--- config.mk ---
export PLATFORM = sky130hd
export DESIGN_NAME = gpio_arbiter
export DESIGN_NICKNAME = d
export VERILOG_FILES = /design/src/rtl/gpio_arb_pkg.sv /design/src/rtl/gpio_sync.sv /design/src/rtl/gpio_arbiter.sv
export SDC_FILE = /design/constraint.sdc
export NUM_CORES = 1
export LEC_CHECK = 0
export BUFFER_PORTS_ARGS = -buffer_cell sky130_fd_sc_hd__buf_2
export CORE_ASPECT_RATIO = 1.5
export CORE_MARGIN = 2
export CORE_UTILIZATION = 50
export CTS_CLUSTER_DIAMETER = 200
export DETAILED_ROUTE_END_ITERATION = 8
export PLACE_DENSITY = 0.83
export SETUP_SLACK_MARGIN = 0.2
export SKIP_LAST_GASP = 1
export SLEW_MARGIN = 5
export SYNTH_ARGS = -nofsm -noshare
export SYNTH_HDL_FRONTEND = slang
export SYNTH_SLANG_ARGS = --single-unit
--- constraint.sdc ---
create_clock -name clk -period 2.1 [get_ports clk]
set_input_delay 0 -clock clk [delete_from_list [all_inputs] [get_ports clk]]
set_output_delay 0 -clock clk [all_outputs]
set_load 0.01 [all_outputs]
--- src/rtl/gpio_arb_pkg.sv ---
// Shared types and constants for the two-port GPIO arbiter.
package gpio_arb_pkg;

  localparam int NUM_PORTS = 2;
  localparam int CNT_W     = 4;

  localparam int HOLD_MIN = 1;
  localparam int HOLD_MAX = 15;
  localparam int TURN_MIN = 1;
  localparam int TURN_MAX = 7;
  localparam int SYNC_MIN = 2;
  localparam int SYNC_MAX = 3;

  typedef enum logic [1:0] {
    IDLE   = 2'd0,
    DRIVE  = 2'd1,
    TURN   = 2'd2,
    SAMPLE = 2'd3
  } arb_state_e;

endpackage

--- src/rtl/gpio_sync.sv ---
// Free-running N-stage synchronizer for the asynchronous pad readback bus.
module gpio_sync #(
  parameter int STAGES = 2,
  parameter int W      = 8
) (
  input  logic         clk,
  input  logic         rst,
  input  logic [W-1:0] d_i,
  output logic [W-1:0] q_o
);

  logic [W-1:0] stage_q [STAGES];

  always_ff @(posedge clk) begin
    if (rst) begin
      for (int i = 0; i < STAGES; i++) stage_q[i] <= '0;
    end else begin
      stage_q[0] <= d_i;
      for (int i = 1; i < STAGES; i++) stage_q[i] <= stage_q[i-1];
    end
  end

  assign q_o = stage_q[STAGES-1];

endmodule

--- src/rtl/gpio_arbiter.sv ---
// Round-robin arbiter sharing one GPIO pad bank between two requesters,
// with write hold, bus turnaround before reads and synchronized readback.
module gpio_arbiter
  import gpio_arb_pkg::*;
#(
  parameter int HOLD_CYCLES = 2,
  parameter int TURN_CYCLES = 1,
  parameter int SYNC_STAGES = 2
) (
  input  logic                 clk,
  input  logic                 RST,
  input  logic [NUM_PORTS-1:0] req,
  input  logic [NUM_PORTS-1:0] we,
  input  logic [7:0]           wdata0,
  input  logic [7:0]           wdata1,
  output logic [NUM_PORTS-1:0] ack,
  output logic [7:0]           rdata,
  output logic                 busy,
  output logic                 outEn,
  output logic [7:0]           oData,
  input  logic [7:0]           pinIn,
  output arb_state_e           dbg_state_o
);

  // Handshake: a requester raises req[i] with we[i]/wdata stable and holds
  // them until ack[i] pulses; req is only sampled in IDLE, so a request
  // withdrawn mid-transaction still completes and is acked.

  localparam logic [CNT_W-1:0] HOLD_LOAD   = CNT_W'(HOLD_CYCLES - 1);
  localparam logic [CNT_W-1:0] TURN_LOAD   = CNT_W'(TURN_CYCLES - 1);
  localparam logic [CNT_W-1:0] SAMPLE_LOAD = CNT_W'(SYNC_STAGES);

  arb_state_e             state_q;
  logic [CNT_W-1:0]       cnt_q;
  logic                   gnt_q;
  logic                   ptr_q;
  logic [NUM_PORTS-1:0]   ack_q;
  logic [7:0]             rdata_q;
  logic                   busy_q;
  logic                   out_en_q;
  logic [7:0]             o_data_q;
  logic                   grant_d;
  logic [7:0]             sync_out;

  gpio_sync #(
    .STAGES (SYNC_STAGES),
    .W      (8)
  ) u_sync (
    .clk (clk),
    .rst (RST),
    .d_i (pinIn),
    .q_o (sync_out)
  );

  always_comb begin
    grant_d = 1'b0;
    if (req == 2'b11) grant_d = ptr_q;
    else if (req[1])  grant_d = 1'b1;
  end

  always_ff @(posedge clk) begin
    if (RST) begin
      state_q  <= IDLE;
      cnt_q    <= '0;
      gnt_q    <= 1'b0;
      ptr_q    <= 1'b0;
      ack_q    <= '0;
      rdata_q  <= '0;
      busy_q   <= 1'b0;
      out_en_q <= 1'b0;
      o_data_q <= '0;
    end else begin
      ack_q <= '0;
      case (state_q)
        IDLE: begin
          if (|req) begin
            gnt_q  <= grant_d;
            ptr_q  <= ~grant_d;
            busy_q <= 1'b1;
            if (we[grant_d]) begin
              state_q  <= DRIVE;
              cnt_q    <= HOLD_LOAD;
              out_en_q <= 1'b1;
              o_data_q <= grant_d ? wdata1 : wdata0;
              if (HOLD_CYCLES == 1) ack_q[grant_d] <= 1'b1;
            end else if (out_en_q) begin
              state_q  <= TURN;
              cnt_q    <= TURN_LOAD;
              out_en_q <= 1'b0;
            end else begin
              state_q <= SAMPLE;
              cnt_q   <= SAMPLE_LOAD;
            end
          end
        end
        DRIVE: begin
          if (cnt_q == '0) begin
            state_q <= IDLE;
            cnt_q   <= '0;
            busy_q  <= 1'b0;
          end else begin
            cnt_q <= cnt_q - 1'b1;
            if (cnt_q == CNT_W'(1)) ack_q[gnt_q] <= 1'b1;
          end
        end
        TURN: begin
          if (cnt_q == '0) begin
            state_q <= SAMPLE;
            cnt_q   <= SAMPLE_LOAD;
          end else begin
            cnt_q <= cnt_q - 1'b1;
          end
        end
        SAMPLE: begin
          if (cnt_q == '0) begin
            state_q <= IDLE;
            cnt_q   <= '0;
            busy_q  <= 1'b0;
          end else begin
            cnt_q <= cnt_q - 1'b1;
            // Capture lands in the final SAMPLE cycle, together with ack.
            if (cnt_q == CNT_W'(1)) begin
              ack_q[gnt_q] <= 1'b1;
              rdata_q      <= sync_out;
            end
          end
        end
        default: begin
          state_q <= IDLE;
          cnt_q   <= '0;
          busy_q  <= 1'b0;
        end
      endcase
    end
  end

  assign ack         = ack_q;
  assign rdata       = rdata_q;
  assign busy        = busy_q;
  assign outEn       = out_en_q;
  assign oData       = o_data_q;
  assign dbg_state_o = state_q;

endmodule

==> results.sh <==
export IMPL_startpoint="cnt_q[1]$_SDFFE_PP0P_"
export IMPL_overflow=0
export IMPL_ys_warn_count=0
export IMPL_portBuffers=51
export IMPL_start_util_pct=52.0
export IMPL_maxSlewViolCount=0
export IMPL_seqPwrFrac_pct=44.0
export IMPL_path_clk_slew_ns=0.08
export IMPL_async_flop_share_pct=0
export IMPL_io_pins=52
export IMPL_finClkSkew_ns=0.00389
export IMPL_synth_area_um2=1780
export IMPL_grt_start_max_net_pins=30
export IMPL_post_dp_hpwl_um=2540
export IMPL_clock_latency_ns=0.29
export IMPL_intPower_uw=1630
export IMPL_dieArea_um2=4060
export IMPL_critPathLaunchType="register"
export IMPL_setup_violations=0
export IMPL_gr_usage_all_layers_pct=19.1
export IMPL_fin_nets=275
export IMPL_synth_cell_types=38
export IMPL_die_x_um=52.7
export IMPL_grt_pass1_vias=1415
export IMPL_outcome="completed"
export IMPL_antenna_left=0
export IMPL_seq_area_frac_synth_pct=49.6
export IMPL_required_ns=2.31
export IMPL_syn_instance_count=183
export IMPL_synth_nets=216
export IMPL_irDropWorstVdd_mv=0.781
export IMPL_synth_edff_count=0
export IMPL_p_switching_uw=818
export IMPL_postCtsResizedCells=0
export IMPL_syn_area_per_cell_um2=9.71
export IMPL_cp_max_fo=7
export IMPL_setup_tns_ns=0
export IMPL_cts_buffer_depth=2
export IMPL_max_freq_mhz=559
export IMPL_crit_buf_inv=1
export IMPL_route_detailed_drc=0
export IMPL_antenna_found_initial=0
export IMPL_fillCellCount=276
export IMPL_vias=1516
export IMPL_hold_start="req[0]"
export IMPL_grt_pass1_wl_um=5950
export IMPL_post_route_period_util_pct=85.2
export IMPL_worst_slew_pin_slew_ns=0.703
export IMPL_rsz0062_at_grt="no"
export IMPL_max_cap_violations=0
export IMPL_hold_viol=0
export IMPL_clock_sinks=44
export IMPL_crit_arrival_ns=2.00
export IMPL_num_rows=26
export IMPL_p_per_area_nw_per_um2=1080
export IMPL_routed_via_density=5.32
export IMPL_drive_gt1_share_pct=28.0
export IMPL_r2r_setup_slack_ns=0.31
export IMPL_seq_area_um2=881
export IMPL_cts_buffers=5
export IMPL_min_period_ns=1.79
export IMPL_switching_share_pct=33.4
export IMPL_endpoint_kind="register"
export IMPL_initialDrtViolationCount=23
export IMPL_h_tree_depth=2
export IMPL_wl_um=3680
export IMPL_fin_cells=285
export IMPL_synth_seq_cells=44
export IMPL_core_area_um2=3420
export IMPL_drtPass1Iterations=6
export IMPL_combPwrFrac_pct=29.5
export IMPL_gp_congestion=0.831
export IMPL_critPathTopFamily="compound AO/OA/AOI/OAI gates"
export IMPL_slowest_stage="nor3b_2"
export IMPL_wl_per_cell_um=12.9
export IMPL_die_y_um=77.0
export IMPL_power_frac_clock_pct=26.5
export IMPL_post_place_cells=268
export IMPL_hold_path_class="in -> reg"
export IMPL_clockRootBuffer="clkbuf_8"
export IMPL_slew_headroom_pct=52.8
export IMPL_r2r_start="cnt_q[1]$_SDFFE_PP0P_"
export IMPL_p_leak_uw=0.000941
export IMPL_ys_flop_type="dfxtp_1"
export IMPL_num_antenna_cells=0
export IMPL_worstPathCellList="inv_1 > ha_1 > nor3b_2 > nor2_1 > a221o_1 > a221oi_2"
export IMPL_area_growth_syn_to_layout_pct=27.7
export IMPL_multiInputGateArea_um2=807
export IMPL_cts_tree="done"
export IMPL_critical_path_class="reg -> reg"
export IMPL_worst_path_largest_cell_delay_ns=0.39
[worst reg2reg max path: cells and delay by family (launching register included)]
kind	cells	cell delay [ns]
adders and majority gates	1	0.21
and+or+nand+nor	2	0.49
buffers and inverters	1	0.13
DFF	1	0.32
AOI/OAI and AO/OA	2	0.57
[cells in the final DEF (no fill, tap or decap), drive strengths merged, types with 2 or more instances in the layout]
cell,netlist,routed
clkinv,1,3
nand3b,2,2
clkbuf,6,5
nand2b,2,2
or4,2,2
a211o,8,8
dlygate4sd3,0,8
nor2,16,16
nor3,3,3
a21oi,16,16
nor3b,2,2
a211oi,8,8
inv,10,10
or2,2,2
nand4b,9,9
o21ai,6,6
mux2i,8,8
dfxtp,44,44
nand2,5,5
nor2b,16,16
buf,4,54
ha,3,3
[logic make-up (layout without fill, tap and decap cells)]
logic type                 after synthesis  count (layout)  share of synthesized area (%)
muxes                                    8               8                           4.51
and+or+nand+nor                         64              64                           22.3
AOI/OAI and AO/OA                       43              43                           16.5
DFF                                     44              44                           49.6
buffers and inverters                   21              81                           5.00
adders and majority gates                3               3                           2.11
[synth_stat cells (2+ instances only)]
cell type | number | area share [%]
nand4b_1 | 9 | 4.4
nand2b_1 | 2 | 0.70
a211oi_1 | 8 | 3.4
a211o_1 | 8 | 3.9
buf_2 | 2 | 0.56
inv_1 | 10 | 2.1
or4_1 | 2 | 0.84
dfxtp_1 | 44 | 50
clkbuf_1 | 6 | 1.3
nor2b_1 | 16 | 5.6
nor3_1 | 2 | 0.56
nor2_1 | 16 | 3.4
nand3b_1 | 2 | 0.84
a21oi_1 | 16 | 4.5
mux2i_1 | 8 | 4.5
o21ai_0 | 4 | 1.1
nand2_1 | 5 | 1.1
ha_1 | 3 | 2.1
[power groups by stage]
stage	registers, uW	logic [uW]	clock network [uW]
floorplan	1100	486	0
global placement	1090	689	0
detailed placement	1090	700	0
CTS	1080	718	662
global route	1090	809	694
finish	1080	722	649
[area by class of cell]
cell class | count | share of cell area (%)
inverters | 11 | 1.82
repair buffers | 62 | 16.3
clock inverters | 3 | 2.10
clock buffers | 5 | 3.03
well taps | 42 | 2.32
flip-flops and latches | 44 | 38.8
multi-input cells | 118 | 35.6
[path summary, 6_finish.rpt]
| kind | endpoint | cells past startpoint |
|---|---|---|
| setup reg to reg | cnt_q[1]$_SDFFE_PP0P_ | 6 |
| hold / removal | cnt_q[3]$_SDFFE_PP0P_ | 4 |
| hold reg to reg | u_sync.stage_q[1][6]$_SDFF_PP0_ | 1 |
| setup / recovery | cnt_q[1]$_SDFFE_PP0P_ | 6 |
[stage by stage]
| stage | power [uW] | utilization, % | hold WS, ns | setup slack, ns | instance area [um^2] |
|---|---|---|---|---|---|
| floorplan | 1590 | - | 0.128 | 0.519 | 1780 |
| global placement | 1780 | 60.1 | 0.213 | 0.412 | 2050 |
| detailed placement | 1790 | 60.1 | 0.215 | 0.318 | 2050 |
| CTS | 2460 | 65.8 | 0.103 | 0.289 | 2250 |
| global route | 2600 | 66.4 | 0.148 | 0.207 | 2270 |
| finish | 2450 | 66.4 | 0.151 | 0.311 | 2270 |
[repair_timing]
item	in CTS	in global routing
hold endpoints to repair	8	0
endpoints found under the setup margin	0	1
setup buffers	0	1
hold buffers	8	0
[flip-flops by register name (all words and copies together) (netlist names)]
| name | cells |
|---|---|
| rdata | 8 |
| u_sync.stage_q | 16 |
| ack | 2 |
| ptr_q | 1 |
| oData | 8 |
| dbg_state_o | 2 |
| outEn | 1 |
| gnt_q | 1 |
| busy | 1 |
| cnt_q | 4 |
[routing by layer]
layer	vias up	wire (um)	global-route usage [%]
met5	-	0	0
met4	0	53	6.15
met1	695	1440	21.6
met2	46	2020	34.1
li1	770	-	-
met3	5	177	4.09
Power figures use the tool's default switching activity.
